==> src/rtl/if_id_pipe_reg_if.sv <==
// Bundle between fetch, decode and the IF/ID pipeline register: fetched data and
// hazard inputs in, registered IF/ID contents, fetch/bubble controls and debug counters out.
interface if_id_pipe_reg_if #(
  parameter int ADDR_WIDTH  = 10,
  parameter int INSTR_WIDTH = 32,
  parameter int CNT_WIDTH   = 16
);
  logic [ADDR_WIDTH-1:0]  pc_plus4;
  logic [INSTR_WIDTH-1:0] instr;
  logic                   branch_taken;
  logic                   jump;
  logic                   id_ex_mem_read;
  logic [4:0]             id_ex_rt;

  logic [ADDR_WIDTH-1:0]  if_id_pc_plus4;
  logic [INSTR_WIDTH-1:0] if_id_instr;
  logic                   if_id_valid;
  logic                   pc_write_en;
  logic                   id_ex_bubble;
  logic [CNT_WIDTH-1:0]   stall_count;
  logic [CNT_WIDTH-1:0]   flush_count;

  modport master (
    output pc_plus4, instr, branch_taken, jump, id_ex_mem_read, id_ex_rt,
    input  if_id_pc_plus4, if_id_instr, if_id_valid, pc_write_en, id_ex_bubble,
           stall_count, flush_count
  );

  modport slave (
    input  pc_plus4, instr, branch_taken, jump, id_ex_mem_read, id_ex_rt,
    output if_id_pc_plus4, if_id_instr, if_id_valid, pc_write_en, id_ex_bubble,
           stall_count, flush_count
  );
endinterface

==> src/rtl/if_id_pipe_reg.sv <==
// IF/ID pipeline register with load-use stall detection, branch/jump flush and
// saturating stall/flush event counters for debug.
module if_id_pipe_reg #(
  parameter int                     ADDR_WIDTH  = 10,
  parameter int                     INSTR_WIDTH = 32,
  parameter int                     CNT_WIDTH   = 16,
  parameter logic [INSTR_WIDTH-1:0] NOP_INSTR   = '0
) (
  input  logic            clk,
  input  logic            reset,
  if_id_pipe_reg_if.slave bus
);

  typedef enum logic [1:0] {
    RUN     = 2'd0,
    STALL   = 2'd1,
    FLUSHED = 2'd2
  } state_e;

  localparam logic [CNT_WIDTH-1:0] CntOne = {{(CNT_WIDTH-1){1'b0}}, 1'b1};
  localparam logic [CNT_WIDTH-1:0] CntMax = '1;

  state_e                 state_q, state_d;
  logic [ADDR_WIDTH-1:0]  pc_q, pc_d;
  logic [INSTR_WIDTH-1:0] instr_q, instr_d;
  logic                   valid_q, valid_d;
  logic [CNT_WIDTH-1:0]   stall_cnt_q, stall_cnt_d;
  logic [CNT_WIDTH-1:0]   flush_cnt_q, flush_cnt_d;

  logic [4:0] rs;
  logic [4:0] rt;
  logic       hazard;
  logic       flush;

  assign rs    = instr_q[25:21];
  assign rt    = instr_q[20:16];
  assign flush = bus.branch_taken | bus.jump;

  // A flushed slot holds no real instruction, so it can never be the consumer of a load.
  assign hazard = valid_q & (state_q != FLUSHED) & bus.id_ex_mem_read &
                  (bus.id_ex_rt != 5'd0) &
                  ((bus.id_ex_rt == rs) | (bus.id_ex_rt == rt));

  always_comb begin
    state_d     = RUN;
    pc_d        = bus.pc_plus4;
    instr_d     = bus.instr;
    valid_d     = 1'b1;
    stall_cnt_d = stall_cnt_q;
    flush_cnt_d = flush_cnt_q;
    if (flush) begin
      state_d = FLUSHED;
      instr_d = NOP_INSTR;
      valid_d = 1'b0;
      if (flush_cnt_q != CntMax) flush_cnt_d = flush_cnt_q + CntOne;
    end else if (hazard) begin
      state_d = STALL;
      pc_d    = pc_q;
      instr_d = instr_q;
      valid_d = valid_q;
      if (stall_cnt_q != CntMax) stall_cnt_d = stall_cnt_q + CntOne;
    end
  end

  always_ff @(posedge clk or negedge reset) begin
    if (!reset) begin
      state_q     <= RUN;
      pc_q        <= '0;
      instr_q     <= NOP_INSTR;
      valid_q     <= 1'b0;
      stall_cnt_q <= '0;
      flush_cnt_q <= '0;
    end else begin
      state_q     <= state_d;
      pc_q        <= pc_d;
      instr_q     <= instr_d;
      valid_q     <= valid_d;
      stall_cnt_q <= stall_cnt_d;
      flush_cnt_q <= flush_cnt_d;
    end
  end

  // Fetch must keep running on a flush so the redirect target gets fetched.
  assign bus.pc_write_en    = ~hazard | flush;
  assign bus.id_ex_bubble   = hazard & ~flush;
  assign bus.if_id_pc_plus4 = pc_q;
  assign bus.if_id_instr    = instr_q;
  assign bus.if_id_valid    = valid_q;
  assign bus.stall_count    = stall_cnt_q;
  assign bus.flush_count    = flush_cnt_q;

endmodule

==> src/flat_wrapper.sv <==
// flat-port wrapper written by rule: the top's interface ports become plain ports
module if_id_pipe_reg_flat 
#(
  parameter int                     ADDR_WIDTH  = 10,
  parameter int                     INSTR_WIDTH = 32,
  parameter int                     CNT_WIDTH   = 16,
  parameter logic [INSTR_WIDTH-1:0] NOP_INSTR   = '0
)
  (clk, reset, bus_pc_plus4, bus_instr, bus_branch_taken, bus_jump, bus_id_ex_mem_read, bus_id_ex_rt, bus_if_id_pc_plus4, bus_if_id_instr, bus_if_id_valid, bus_pc_write_en, bus_id_ex_bubble, bus_stall_count, bus_flush_count);
  if_id_pipe_reg_if #(.ADDR_WIDTH(ADDR_WIDTH), .INSTR_WIDTH(INSTR_WIDTH), .CNT_WIDTH(CNT_WIDTH)) bus_i ();
  input  logic clk;
  input  logic reset;
  input wire logic [$bits(bus_i.pc_plus4)-1:0] bus_pc_plus4;
  input wire logic [$bits(bus_i.instr)-1:0] bus_instr;
  input wire logic [$bits(bus_i.branch_taken)-1:0] bus_branch_taken;
  input wire logic [$bits(bus_i.jump)-1:0] bus_jump;
  input wire logic [$bits(bus_i.id_ex_mem_read)-1:0] bus_id_ex_mem_read;
  input wire logic [$bits(bus_i.id_ex_rt)-1:0] bus_id_ex_rt;
  output wire logic [$bits(bus_i.if_id_pc_plus4)-1:0] bus_if_id_pc_plus4;
  output wire logic [$bits(bus_i.if_id_instr)-1:0] bus_if_id_instr;
  output wire logic [$bits(bus_i.if_id_valid)-1:0] bus_if_id_valid;
  output wire logic [$bits(bus_i.pc_write_en)-1:0] bus_pc_write_en;
  output wire logic [$bits(bus_i.id_ex_bubble)-1:0] bus_id_ex_bubble;
  output wire logic [$bits(bus_i.stall_count)-1:0] bus_stall_count;
  output wire logic [$bits(bus_i.flush_count)-1:0] bus_flush_count;
  assign bus_i.pc_plus4 = bus_pc_plus4;
  assign bus_i.instr = bus_instr;
  assign bus_i.branch_taken = bus_branch_taken;
  assign bus_i.jump = bus_jump;
  assign bus_i.id_ex_mem_read = bus_id_ex_mem_read;
  assign bus_i.id_ex_rt = bus_id_ex_rt;
  assign bus_if_id_pc_plus4 = bus_i.if_id_pc_plus4;
  assign bus_if_id_instr = bus_i.if_id_instr;
  assign bus_if_id_valid = bus_i.if_id_valid;
  assign bus_pc_write_en = bus_i.pc_write_en;
  assign bus_id_ex_bubble = bus_i.id_ex_bubble;
  assign bus_stall_count = bus_i.stall_count;
  assign bus_flush_count = bus_i.flush_count;
  if_id_pipe_reg #(.ADDR_WIDTH(ADDR_WIDTH), .INSTR_WIDTH(INSTR_WIDTH), .CNT_WIDTH(CNT_WIDTH), .NOP_INSTR(NOP_INSTR)) u_core (.clk(clk), .reset(reset), .bus(bus_i));
endmodule
==> config.mk <==
export PLATFORM = sky130hd
export DESIGN_NAME = if_id_pipe_reg_flat
export DESIGN_NICKNAME = d
export VERILOG_FILES = /design/src/rtl/if_id_pipe_reg_if.sv /design/src/rtl/if_id_pipe_reg.sv /design/src/flat_wrapper.sv
export SDC_FILE = /design/constraint.sdc
export NUM_CORES = 1
export LEC_CHECK = 0
export BUFFER_PORTS_ARGS = -buffer_cell sky130_fd_sc_hd__buf_2
export CORE_ASPECT_RATIO = 0.5
export CORE_UTILIZATION = 50
export DETAILED_ROUTE_END_ITERATION = 16
export GPL_TIMING_DRIVEN = 0
export PLACE_DENSITY = 0.78
export SLEW_MARGIN = 0
export SYNTH_ARGS = -nofsm -noshare
export SYNTH_HDL_FRONTEND = slang
export SYNTH_SLANG_ARGS = --single-unit
==> constraint.sdc <==
create_clock -name clk -period 2.13 [get_ports clk]
set_input_delay 0.426 -clock clk [delete_from_list [all_inputs] [get_ports clk]]
set_output_delay 0.426 -clock clk [all_outputs]
set_load 0.02 [all_outputs]
==> summary.md <==
| Metric | Value |
|---|---|
| Final instance area | `0.00476 mm²` |
| Flip-flop and latch area | `between 0.0015 and 0.002 mm²` |
| Global Route met2 Usage | `about 39%` |
| Fill cell total of the finished layout | `around 540` |
| Critical path required time | `around 1.7 ns` |
| Post-route clock skew | `0.00663 ns` |
| CTS Root Cell | `sky130_fd_sc_hd__clkbuf_16` |
| GR met1 Demand/Resource | `around a quarter` |
| Combinational cell fraction of total power | `between 10% and 20%` |
| Setup CP Type | `reg2out` |
| Post-synthesis area per instance | `~11 µm²` |
| Total wirelength of the detailed-routed design | `8.01 mm` |
| Arrival time worst endpoint | `between 1.5 and 2 ns` |
| Hold Slack | `roughly 0.32 ns` |
| Grt met3 use | `under 10%` |
| Global Route Usage Sum | `21.9%` |
| Number of nets in the final layout | `around 520` |
| Area leader, netlist | `sky130_fd_sc_hd__dfrtp_1` |
| Maximum Capacitance Violations | `0` |
| Drt drc | `0` |
| Sw Share | `26.9%` |
| Setup-violating endpoint count in the final report | `2` |
| Post-placement cell area | `0.00439 mm²` |
| Kind of end point of the critical path | `output port` |
| Inst Count DP | `between 500 and 600` |
| Maximum number of pins on one net before global-route repair | `just under 60` |
| Area share of the leading cell type in the synthesized netlist | `53.5%` |
| Post-synthesis cell area | `around 0.0036 mm²` |
| Gr ovfl total | `0` |
| Final Critical Period | `2.20 ns` |
| Via count of the first global-routing pass | `2630` |
| Net switching power | `around 0.98 mW` |
| Clock slew at the register clock pins of the worst setup and hold paths | `around 0.06 ns` |
| Wirelength per Cell | `~14 µm` |
| Placeable Area | `between 0.006 and 0.007 mm²` |
| Maximum VDD drop | `0.703 mV` |
| Starting density of the core | `between 50 and 60%` |
| Maximum root-to-sink buffer count | `2` |
| Number of flops mapped to enable cells by yosys | `0` |
| DPL Wire Length | `between 5 and 6 mm` |
| Clock network fraction of design power | `roughly 39%` |
| Slew Viols, Final | `0` |
| Internal Dissipation | `between 2 and 3 mW` |
| First-pass GRT wire length | `between 10 and 15 mm` |
| Number of cell rows | `21` |
| Run status | `complete, but fails checks` |
| Initial antenna violation count | `0` |
| Clock sinks | `77` |
| Die height | `just over 60 µm` |
| Number of hold-slack violations in the final timing report | `0` |
| Post-DRT Antenna Nets | `0` |
| Iter 0 DRT Violations | `~200` |
| Via-to-Cell Ratio | `~5` |
| Leak Pwr | `around 2.3 nW` |
| Type of element launching the critical path | `flop` |
| Busiest layer in global routing | `met2` |
| Chip width | `approximately 120 µm` |
| Sequential-to-total area share from yosys stat | `53.5%` |
| First-pass detailed-route iteration total | `4` |
| Yosys warnings | `0` |
| Total power density per cell area | `762 mW/mm²` |
| Die area | `0.00757 mm²` |
| Slowest stage delay, CP | `approximately 0.42 ns` |
| Most area-consuming cells after synthesis | `sky130_fd_sc_hd__dfrtp_1 (53%), sky130_fd_sc_hd__mux2i_1 (8.9%), sky130_fd_sc_hd__xnor2_1 (7.5%)` |
| Fmax | `around 0.45 GHz` |
| Vias | `around 2900` |
| Cell-by-cell trace of the critical path | `xnor2_1 -> nand3_1 -> o22ai_4 -> nor2b_4 -> buf_12 -> inv_4 -> buf_6` |
| Number of placed I/O pins | `between 100 and 150` |
| Final WS setup | `-0.0684 ns` |
| Number of nets in the synthesized netlist | `379` |
| Top fanout value on the critical path | `5` |
| H-tree level count | `3` |
| Unrepaired setup endpoints after global routing | `true` |
| Worst slew slack as a fraction of its limit | `between 50% and 60%` |
| Area Growth Syn to Fin | `32.2%` |
| Number of buffers inserted by port buffering | `128` |
| Slowest stage cell on the critical path | `sky130_fd_sc_hd__dfrtp_1` |
| Actual transition at the worst max-transition pin | `just over 0.6 ns` |
| FFs w/ async S/R, synth | `between 90% and 100%` |
| Failing checks | `setup timing` |
| Path type of the worst min-delay path | `in2reg` |
| Relative contribution of sequential cells to total power | `46.0%` |
| Main synth FF type | `sky130_fd_sc_hd__dfrtp_1` |
| Number of standard cells in the final layout excluding fillers | `between 500 and 600` |
| Synth cell types | `35` |
| CTS tree | `built` |
| RePlAce Congestion | `0.840` |
| Diodes inserted | `0` |
| Number of instances in the synthesized netlist | `between 300 and 400` |
| Final period utilization | `103%` |
| Multi-input gate area in the final layout | `roughly 0.0015 mm²` |
| Number of synthesized register bits | `77` |
| Layout cell share with drive strength beyond 1 | `37.1%` |
| Clk_lat worst skew | `roughly 0.33 ns` |
| Number of buffers created by CTS | `9` |
state kept, by name (all words and copies together) (netlist names):
register,count
u_core.state_q,2
u_core.bus.if_id_instr,32
u_core.bus.flush_count,16
u_core.bus.if_id_valid,1
u_core.bus.stall_count,16
u_core.bus.if_id_pc_plus4,10
cell type report:
type	instances	area share, %
inverter	36	2.89
buffer	9	1.44
timing repair buffer	135	15.3
multi-input combinational	202	31.8
tap	92	2.42
clock inverter	1	0.105
clock buffer	15	5.62
sequential	77	40.5
Yosys cell counts, types with 2 or more instances:
cell and count:
sky130_fd_sc_hd__dfrtp_1 77, sky130_fd_sc_hd__nand2_1 46, sky130_fd_sc_hd__inv_1 36, sky130_fd_sc_hd__mux2i_1 32, sky130_fd_sc_hd__xnor2_1 31, sky130_fd_sc_hd__nand3_1 17
sky130_fd_sc_hd__nand4_1 11, sky130_fd_sc_hd__and3_1 8, sky130_fd_sc_hd__mux2_2 8, sky130_fd_sc_hd__mux2_4 6, sky130_fd_sc_hd__nor2_1 6, sky130_fd_sc_hd__clkbuf_1 5
sky130_fd_sc_hd__nor3_1 5, sky130_fd_sc_hd__xor2_1 5, sky130_fd_sc_hd__nor4b_1 4, sky130_fd_sc_hd__buf_4 3, sky130_fd_sc_hd__a31oi_1 2, sky130_fd_sc_hd__and4_1 2
sky130_fd_sc_hd__buf_6 2, sky130_fd_sc_hd__ha_1 2, sky130_fd_sc_hd__nor2b_1 2, sky130_fd_sc_hd__or2_2 2
path summary, 6_finish.rpt:
kind	from	end	slack, ns	cells after the start
max	u_core.bus.if_id_instr[23]	bus_pc_write_en	-0.07	7
min	bus_pc_plus4[7]	u_core.bus.if_id_pc_plus4[7]	0.32	2
max reg2reg	u_core.bus.if_id_instr[23]	u_core.bus.if_id_pc_plus4[3]	0.03	8
min reg2reg	u_core.bus.flush_count[6]	u_core.bus.flush_count[6]	0.49	1
max in group asynchronous	reset	u_core.bus.if_id_instr[16]	1.06	3
min in group asynchronous	reset	u_core.bus.if_id_instr[28]	0.52	2
metal layers:
| metal | routed length (µm) | part of all wire (%) |
|---|---|---|
| met5 | 0 | 0 |
| met4 | 255 | 3.2 |
| met3 | 317 | 4.0 |
| met2 | 4090 | 51 |
| met1 | 3350 | 42 |
critical path, delay by kind of cell (launching register included):
family                    cells  cell delay (ns)
buffers and inverters         3             0.26
xor gates and xnor gates      1             0.22
AOI/OAI and AO/OA             1             0.19
DFF                           1             0.42
and+or+nand+nor               2             0.34
placed cells by master, fill, tap and decap left out, drive strengths merged, types with 2 or more instances in the layout:
master  instances
buf           138
dfrtp          77
nand2          46
inv            36
mux2i          32
xnor2          31
clkbuf         20
nand3          17
mux2           14
nand4          11
and3            8
nor2            6
nor3            5
xor2            5
nor4b           4
nor2b           3
and4            2
a31oi           2
or2             2
ha              2
a41oi           2
power by group through the flow:
stage	Clock (mW)	Combinational, mW	Sequential (mW)
2_1_floorplan	0	0.203	1.81
4_1_cts	1.43	0.565	1.67
5_1_grt	1.48	0.612	1.69
3_3_place_gp	0	0.537	1.69
6_report	1.40	0.560	1.67
3_5_place_dp	0	0.553	1.69
kinds of logic after synthesis:
group	share of synthesized area (%)
muxes	13.9
and+or+nand+nor	15.7
adders and majority gates	0.694
xor gates and xnor gates	8.75
DFF	53.5
buffers and inverters	5.52
AOI/OAI and AO/OA	1.94
stage by stage:
| stage | setup WS [ns] | TNS [ns] | util [%] | power [mW] |
|---|---|---|---|---|
| after floorplan | 0.0161 | 0 | - | 2.01 |
| after global routing | -0.181 | -0.984 | 69.7 | 3.79 |
| after global placement | -0.457 | -5.83 | 63.8 | 2.23 |
| after detailed placement | -0.487 | -7.64 | 64.2 | 2.25 |
| after CTS | 0.00435 | 0 | 69.3 | 3.66 |
| final | -0.0684 | -0.130 | 69.7 | 3.63 |
timing repair:
action | CTS | global route
hold buffers | 1 | 0
pin swaps | 2 | 3
hold endpoints to repair | 19 | 0
setup endpoints to repair | 9 | 11
resized for setup | 6 | 7
setup buffers | 5 | 0
(Power assumes the default switching activity.)
